File: config.mk
export PLATFORM = sky130hd
export DESIGN_NAME = prog_mem_ctrl_flat
export DESIGN_NICKNAME = d
export VERILOG_FILES = /design/src/rtl/prog_mem_pkg.sv /design/src/rtl/prog_mem_ctrl_if.sv /design/src/rtl/prog_mem_arb.sv /design/src/rtl/prog_mem_ctrl.sv /design/src/flat_wrapper.sv
export SDC_FILE = /design/constraint.sdc
export NUM_CORES = 1
export LEC_CHECK = 0
export BUFFER_PORTS_ARGS = -buffer_cell sky130_fd_sc_hd__buf_2
export CORE_UTILIZATION = 42
export CTS_CLUSTER_DIAMETER = 50
export DETAILED_ROUTE_END_ITERATION = 7
export MAX_ROUTING_LAYER = met4
export PLACE_DENSITY = 0.76
export SKIP_LAST_GASP = 1
export SLEW_MARGIN = 20
export SYNTH_ARGS = -nofsm -noshare
export SYNTH_HDL_FRONTEND = slang
export SYNTH_SLANG_ARGS = --single-unit
File: constraint.sdc
create_clock -name clk -period 2.3 [get_ports clk]
set_input_delay 0.69 -clock clk [delete_from_list [all_inputs] [get_ports clk]]
set_output_delay 0.69 -clock clk [all_outputs]
set_load 0.05 [all_outputs]
File: src/rtl/prog_mem_pkg.sv
// Shared types and constants for the program-memory controller and its arbiter.
// The default sizes match the program memory macro.
package prog_mem_pkg;

  localparam int DATA_SIZE_DEF = 16;
  localparam int ADDR_SIZE_DEF = 4;
  localparam int RD_LATENCY    = 2;
  localparam int BURST_W       = 4;

  // Bit positions in the two-requester request/grant vectors
  localparam int REQ_FETCH = 0;
  localparam int REQ_LD    = 1;

  typedef enum logic [1:0] {
    RUN   = 2'd0,
    LOAD  = 2'd1,
    DRAIN = 2'd2
  } state_e;

endpackage

File: src/rtl/prog_mem_ctrl_if.sv
// Bus bundle between the fetch unit, the program loader, the controller and the program memory.
// The slave view is the controller; the master view is its surroundings.
interface prog_mem_ctrl_if
  import prog_mem_pkg::*;
#(
  parameter int DATA_SIZE = DATA_SIZE_DEF,
  parameter int ADDR_SIZE = ADDR_SIZE_DEF
) ();

  logic                 fetch_req;
  logic [ADDR_SIZE-1:0] fetch_addr;
  logic                 fetch_gnt;
  logic                 fetch_rvalid;
  logic [DATA_SIZE-1:0] fetch_rdata;

  logic                 ld_session;
  logic                 ld_req;
  logic [ADDR_SIZE-1:0] ld_addr;
  logic [DATA_SIZE-1:0] ld_data;
  logic                 ld_gnt;
  logic                 ld_done;

  logic                 mem_w;
  logic [ADDR_SIZE-1:0] mem_addr;
  logic [DATA_SIZE-1:0] mem_wdata;
  logic [DATA_SIZE-1:0] mem_rdata;

  modport slave (
    input  fetch_req, fetch_addr, ld_session, ld_req, ld_addr, ld_data, mem_rdata,
    output fetch_gnt, fetch_rvalid, fetch_rdata, ld_gnt, ld_done, mem_w, mem_addr, mem_wdata
  );

  modport master (
    output fetch_req, fetch_addr, ld_session, ld_req, ld_addr, ld_data, mem_rdata,
    input  fetch_gnt, fetch_rvalid, fetch_rdata, ld_gnt, ld_done, mem_w, mem_addr, mem_wdata
  );

endinterface

File: src/rtl/prog_mem_arb.sv
// Fixed-priority arbiter (loader first) with a burst counter that lets a pending
// fetch through after MAX_BURST consecutive loader grants.
module prog_mem_arb
  import prog_mem_pkg::*;
#(
  parameter int MAX_BURST = 4
) (
  input  logic       clk,
  input  logic       rstn,
  input  logic [1:0] req,
  input  logic [1:0] allow,
  input  logic       clr,
  output logic [1:0] gnt
);

  localparam logic [BURST_W-1:0] BURST_MAX = BURST_W'(MAX_BURST);

  logic [BURST_W-1:0] burst_q, burst_d;
  logic [1:0]         req_eff;

  // NOTE: every signal assigned here gets a default first so no path leaves it unassigned (no latch).
  always_comb begin
    req_eff = req & allow;
    gnt     = '0;
    if (req_eff[REQ_LD] && !(req_eff[REQ_FETCH] && burst_q == BURST_MAX)) begin
      gnt[REQ_LD] = 1'b1;
    end else if (req_eff[REQ_FETCH]) begin
      gnt[REQ_FETCH] = 1'b1;
    end

    burst_d = burst_q;
    if (clr || !req[REQ_FETCH] || gnt[REQ_FETCH]) begin
      burst_d = '0;
    end else if (gnt[REQ_LD] && burst_q != BURST_MAX) begin
      burst_d = burst_q + 1'b1;
    end
  end

  // NOTE: state updates use non-blocking assignments so all flops sample pre-edge values.
  always_ff @(posedge clk) begin
    if (!rstn) begin
      burst_q <= '0;
    end else begin
      burst_q <= burst_d;
    end
  end

endmodule

File: src/rtl/prog_mem_ctrl.sv
// Program-memory sequencer: shares the single-port memory between fetch and loader,
// registers memory commands, tracks read latency and runs the load-session FSM.
module prog_mem_ctrl
  import prog_mem_pkg::*;
#(
  parameter int DATA_SIZE = DATA_SIZE_DEF,
  parameter int ADDR_SIZE = ADDR_SIZE_DEF,
  parameter int MAX_BURST = 4
) (
  input  logic            clk,
  input  logic            rstn,
  prog_mem_ctrl_if.slave  bus
);

  state_e                state_q, state_d;
  logic [RD_LATENCY-1:0] vld_q, vld_d;
  logic                  mem_w_q, mem_w_d;
  logic [ADDR_SIZE-1:0]  mem_addr_q, mem_addr_d;
  logic [DATA_SIZE-1:0]  mem_wdata_q, mem_wdata_d;
  logic                  ld_done_q, ld_done_d;

  logic [1:0] allow;
  logic [1:0] gnt;
  logic       arb_clr;

  prog_mem_arb #(.MAX_BURST(MAX_BURST)) u_arb (
    .clk   (clk),
    .rstn  (rstn),
    .req   ({bus.ld_req, bus.fetch_req}),
    .allow (allow),
    .clr   (arb_clr),
    .gnt   (gnt)
  );

  always_comb begin
    state_d   = state_q;
    allow     = '0;
    arb_clr   = 1'b0;
    ld_done_d = 1'b0;
    case (state_q)
      RUN: begin
        // A session request freezes all grants until in-flight reads have returned
        if (bus.ld_session) begin
          if (vld_q == '0) state_d = LOAD;
        end else begin
          allow = 2'b11;
        end
      end
      LOAD: begin
        if (bus.ld_session) begin
          allow[REQ_LD] = 1'b1;
        end else begin
          state_d   = DRAIN;
          ld_done_d = 1'b1;
        end
      end
      DRAIN: begin
        state_d = RUN;
        arb_clr = 1'b1;
      end
      default: state_d = RUN;
    endcase
    // Nothing is accepted while reset is held, even though state is still valid
    if (!rstn) allow = '0;
  end

  always_comb begin
    mem_w_d     = 1'b0;
    mem_addr_d  = mem_addr_q;
    mem_wdata_d = mem_wdata_q;
    if (gnt[REQ_FETCH]) begin
      mem_addr_d = bus.fetch_addr;
    end else if (gnt[REQ_LD]) begin
      mem_w_d     = 1'b1;
      mem_addr_d  = bus.ld_addr;
      mem_wdata_d = bus.ld_data;
    end
    vld_d = {vld_q[RD_LATENCY-2:0], gnt[REQ_FETCH]};
  end

  always_ff @(posedge clk) begin
    if (!rstn) begin
      state_q     <= RUN;
      vld_q       <= '0;
      mem_w_q     <= 1'b0;
      mem_addr_q  <= '0;
      mem_wdata_q <= '0;
      ld_done_q   <= 1'b0;
    end else begin
      state_q     <= state_d;
      vld_q       <= vld_d;
      mem_w_q     <= mem_w_d;
      mem_addr_q  <= mem_addr_d;
      mem_wdata_q <= mem_wdata_d;
      ld_done_q   <= ld_done_d;
    end
  end

  assign bus.fetch_gnt    = gnt[REQ_FETCH];
  assign bus.ld_gnt       = gnt[REQ_LD];
  assign bus.fetch_rvalid = vld_q[RD_LATENCY-1];
  assign bus.fetch_rdata  = vld_q[RD_LATENCY-1] ? bus.mem_rdata : '0;
  assign bus.ld_done      = ld_done_q;
  assign bus.mem_w        = mem_w_q;
  assign bus.mem_addr     = mem_addr_q;
  assign bus.mem_wdata    = mem_wdata_q;

endmodule

File: src/flat_wrapper.sv
// flat-port wrapper written by rule: the top's interface ports become plain ports
module prog_mem_ctrl_flat import prog_mem_pkg::*;
#(
  parameter int DATA_SIZE = DATA_SIZE_DEF,
  parameter int ADDR_SIZE = ADDR_SIZE_DEF,
  parameter int MAX_BURST = 4
)
  (clk, rstn, bus_fetch_req, bus_fetch_addr, bus_ld_session, bus_ld_req, bus_ld_addr, bus_ld_data, bus_mem_rdata, bus_fetch_gnt, bus_fetch_rvalid, bus_fetch_rdata, bus_ld_gnt, bus_ld_done, bus_mem_w, bus_mem_addr, bus_mem_wdata);
  prog_mem_ctrl_if #(.DATA_SIZE(DATA_SIZE), .ADDR_SIZE(ADDR_SIZE)) bus_i ();
  input  logic clk;
  input  logic rstn;
  input wire logic [$bits(bus_i.fetch_req)-1:0] bus_fetch_req;
  input wire logic [$bits(bus_i.fetch_addr)-1:0] bus_fetch_addr;
  input wire logic [$bits(bus_i.ld_session)-1:0] bus_ld_session;
  input wire logic [$bits(bus_i.ld_req)-1:0] bus_ld_req;
  input wire logic [$bits(bus_i.ld_addr)-1:0] bus_ld_addr;
  input wire logic [$bits(bus_i.ld_data)-1:0] bus_ld_data;
  input wire logic [$bits(bus_i.mem_rdata)-1:0] bus_mem_rdata;
  output wire logic [$bits(bus_i.fetch_gnt)-1:0] bus_fetch_gnt;
  output wire logic [$bits(bus_i.fetch_rvalid)-1:0] bus_fetch_rvalid;
  output wire logic [$bits(bus_i.fetch_rdata)-1:0] bus_fetch_rdata;
  output wire logic [$bits(bus_i.ld_gnt)-1:0] bus_ld_gnt;
  output wire logic [$bits(bus_i.ld_done)-1:0] bus_ld_done;
  output wire logic [$bits(bus_i.mem_w)-1:0] bus_mem_w;
  output wire logic [$bits(bus_i.mem_addr)-1:0] bus_mem_addr;
  output wire logic [$bits(bus_i.mem_wdata)-1:0] bus_mem_wdata;
  assign bus_i.fetch_req = bus_fetch_req;
  assign bus_i.fetch_addr = bus_fetch_addr;
  assign bus_i.ld_session = bus_ld_session;
  assign bus_i.ld_req = bus_ld_req;
  assign bus_i.ld_addr = bus_ld_addr;
  assign bus_i.ld_data = bus_ld_data;
  assign bus_i.mem_rdata = bus_mem_rdata;
  assign bus_fetch_gnt = bus_i.fetch_gnt;
  assign bus_fetch_rvalid = bus_i.fetch_rvalid;
  assign bus_fetch_rdata = bus_i.fetch_rdata;
  assign bus_ld_gnt = bus_i.ld_gnt;
  assign bus_ld_done = bus_i.ld_done;
  assign bus_mem_w = bus_i.mem_w;
  assign bus_mem_addr = bus_i.mem_addr;
  assign bus_mem_wdata = bus_i.mem_wdata;
  prog_mem_ctrl #(.DATA_SIZE(DATA_SIZE), .ADDR_SIZE(ADDR_SIZE), .MAX_BURST(MAX_BURST)) u_core (.clk(clk), .rstn(rstn), .bus(bus_i));
endmodule
==> metrics.yaml <==
run_status:
  run_status: "finished, final reports clean"
clocking:
  cts_num_sinks: 30
  cts_buffers: 5
  cts_max_level: 2
  hold_buffers: 0
  cts_max_path_buffers: 2
  worst_skew_pair.late_latency_ns: 0.34
  tritoncts_clock_tree: "done"
  cts.root.buffer_cell: "clkbuf_4"
  clk_pin_slew_ns: 0.09
global_route:
  via_count_of_the_first_global_routing_pass: 1239
  gr-usage-all-layers_pct: 21.62
  grt_antenna_before_repair: 0
  grt_pass1_wl_um: 5354
  maximum_number_of_pins_on_one_net_before_global_route_repair: 23
  grt-ovfl-total: 0
logic_synthesis:
  synth_nets: 205
  post_synth_inst_count: 158
  synth.most_common_cell: "dfxtp_1"
  syn_avg_cell_area_um2: 8.560
  ys_types: 24
  synth-edff-count: 0
  ys_ff_latch: 30
  synthTopCellsByCount: "30 x dfxtp_1, 22 x and2_1, 22 x nand2_1"
  mappedNetlistArea_um2: 1353
  netlist.top_cell.by_area: "dfxtp_1"
  synth-seq-area-share_pct: 44.40
  synth-warning-count: 0
  synthFlopType: "dfxtp_1"
  netlist_top_cells_area: "dfxtp_1 44%, and2_1 10%, nand3_1 7.4%"
  yosys.area.top_type_share_pct: 44.40
  async_set_reset_flop_share_out_of_synthesis_pct: 0
min_path:
  worstHoldPathType: "reg -> reg"
  holdPathEnd: "u_core.bus.mem_addr[3]"
  hold_path_startpoint: "u_core.bus.mem_addr[3]"
  number_of_instances_on_the_worst_hold_path: 2
worst_setup_path:
  timing.reg2reg.setup_slack_ns: 0.60
  worst_ep_required_time_ns: 1.61
  worstReg2RegStart: "u_core.u_arb.burst_q[1]"
  timing.reg2reg.worst_path_depth: 7
  critical_path_peak_fanout: 4
  worstSetupPathType: "reg -> out"
  startpoint_type: "flip-flop"
  worst_ep_arrival_time_ns: 1.53
  end_of_the_worst_register_to_register_path: "u_core.u_arb.burst_q[1]"
  critical_path.endpoint_type: "primary output"
drt:
  routed-via-count: 1452
  drt_first_iter_violations: 26
  detail-route-antenna-nets: 0
  drt_pass1_iterations: 3
  wl_um: 3477
  viasPerCell: 4.889
  drcViolationCount: 0
  route.detailed.wl_per_inst_um: 11.71
placed_design:
  dp.final_hpwl_um: 2666
  post_dp_cell_area_um2: 1853
  place.gp.congestion: 0.8096
  buffer_ports.inserted: 85
sta:
  grt_setup_unrepaired: "false"
  fmax_ghz: 0.4496
  relSlewSlack_pct: 72.89
  slew_violations: 0
  finalCritPeriodShare_pct: 96.71
  timing.clock.skew_ns: 0.01293
  finalSetupViolCount: 0
  timing_hold_violations_final: 0
  layout_min_cycle_time_ns: 2.224
  actual_slew_at_the_worst_max_slew_pin_ns: 0.4067
floorplanning:
  floorplan.core_area_um2: 3053
  die_w_um: 58.75
  ios: 86
  die_height_um: 58.75
  placement_rows: 20
  die_area_um2: 3452
  start_util_pct: 44.30
cells_and_area:
  num_antenna_cells: 0
  finalCoreUtilization_pct: 65.41
  final_layout_size_suffix_gt1_share_pct: 47.04
  final_net_count: 299
  final_area_um2: 1997
  flow.area_growth_from_synthesis_pct: 47.64
pwr:
  fin_total_pwr_mw: 1.371
  static-leakage-power_nw: 0.9992
  vdd_drop_max_mv: 0.5741
  power.density_cell_area_nw_per_um2: 686.4
job:
  max_cap_viol_count: 0
[layout by cell type, fill, tap and decap left out]
master      n
dfxtp_1    28
nor3b_2     1
buf_4      13
nand2_1    22
a211o_1     1
and3b_1     2
nand4_1     2
inv_2       1
clkbuf_4    5
xnor2_1     2
and2_1     21
nand3b_1    1
buf_8       1
a32oi_1     4
inv_1       3
nand3_1    20
nor2_1      5
o21ai_0    13
and2_4      1
ha_1        2
bufinv_16   2
or3_1       1
buf_2      83
a21oi_1     3
dfxtp_2     2
xor2_1      1
o2111a_1    2
nor4bb_1    1
clkbuf_8    1
o21ai_2     9
[layout make-up]
class,count,area [um^2]
inverters,4,15.01
clock inverters,2,60.06
well taps,44,55.05
repair buffers,97,528.0
clock buffers,6,51.30
fillers,285,1056
flip-flops and latches,30,603.1
multi-input cells,114,684.4
[repair_timing]
item                                    in CTS  in global routing
pin swaps                                    0                  2
endpoints found under the setup margin       2                  2
setup buffers                                0                  2
resized for setup                            5                  3
[logic make-up (layout without fill, tap and decap cells)]
| logic type | count (synthesis) | in the layout | share of synthesized area (%) |
|---|---|---|---|
| flip-flops | 30 | 30 | 44.40 |
| buffers and inverters | 14 | 109 | 5.180 |
| adder cells (fa/ha/maj) | 2 | 2 | 1.850 |
| AO/OA/AOI/OAI | 32 | 32 | 16.65 |
| AND/OR/NAND/NOR | 77 | 77 | 29.97 |
| XOR/XNOR | 3 | 3 | 1.943 |
[worst max-delay path, cell delays in order (launching register included)]
cell	delay [ns]
dfxtp_2	0.36
inv_1	0.05
ha_1	0.18
and3b_1	0.18
o2111a_1	0.25
buf_4	0.19
[power breakdown]
group | switching (mW) | internal (mW) | total, mW
Combinational | 0.173 | 0.0845 | 0.258
Clock | 0.183 | 0.368 | 0.551
Sequential | 0.0142 | 0.548 | 0.562
[flip-flops by register name (all words and copies together) (netlist names)]
signal                flops
u_core.bus.mem_wdata     16
u_core.vld_q              2
u_core.bus.ld_done        1
u_core.bus.mem_addr       4
u_core.state_q            2
u_core.u_arb.burst_q      4
u_core.bus.mem_w          1
[layer usage]
metal | GRT usage [%] | wire, um
met4 | 6.122 | 37
met3 | 7.253 | 299
met1 | 23.14 | 1465
met5 | - | 0
met2 | 37.82 | 1675
[worst max path at each step]
stage | slack [ns] | endpoint | startpoint
2_1_floorplan | 0.02 | bus_ld_gnt | bus_ld_session
3_3_place_gp | 0.009 | bus_ld_gnt | bus_ld_session
3_5_place_dp | -0.002 | bus_ld_gnt | bus_ld_session
4_1_cts | 0.02 | bus_fetch_gnt | u_core.u_arb.burst_q[1]
5_1_grt | 0.006 | bus_ld_gnt | u_core.u_arb.burst_q[1]
6_report | 0.08 | bus_fetch_gnt | u_core.u_arb.burst_q[1]
[through the flow]
step / worst slack, ns / hold slack (ns) / instances / setup TNS, ns
finish: 0.07575 / 0.4597 / 297 / 0
global route: 0.005804 / 0.4766 / 297 / 0
CTS: 0.02328 / 0.4635 / 295 / 0
detailed placement: -0.002172 / 0.4497 / 287 / -0.002172
global placement: 0.009351 / 0.4350 / 287 / 0
floorplan: 0.01889 / 0.4309 / 158 / 0
Power figures use the tool's default switching activity.
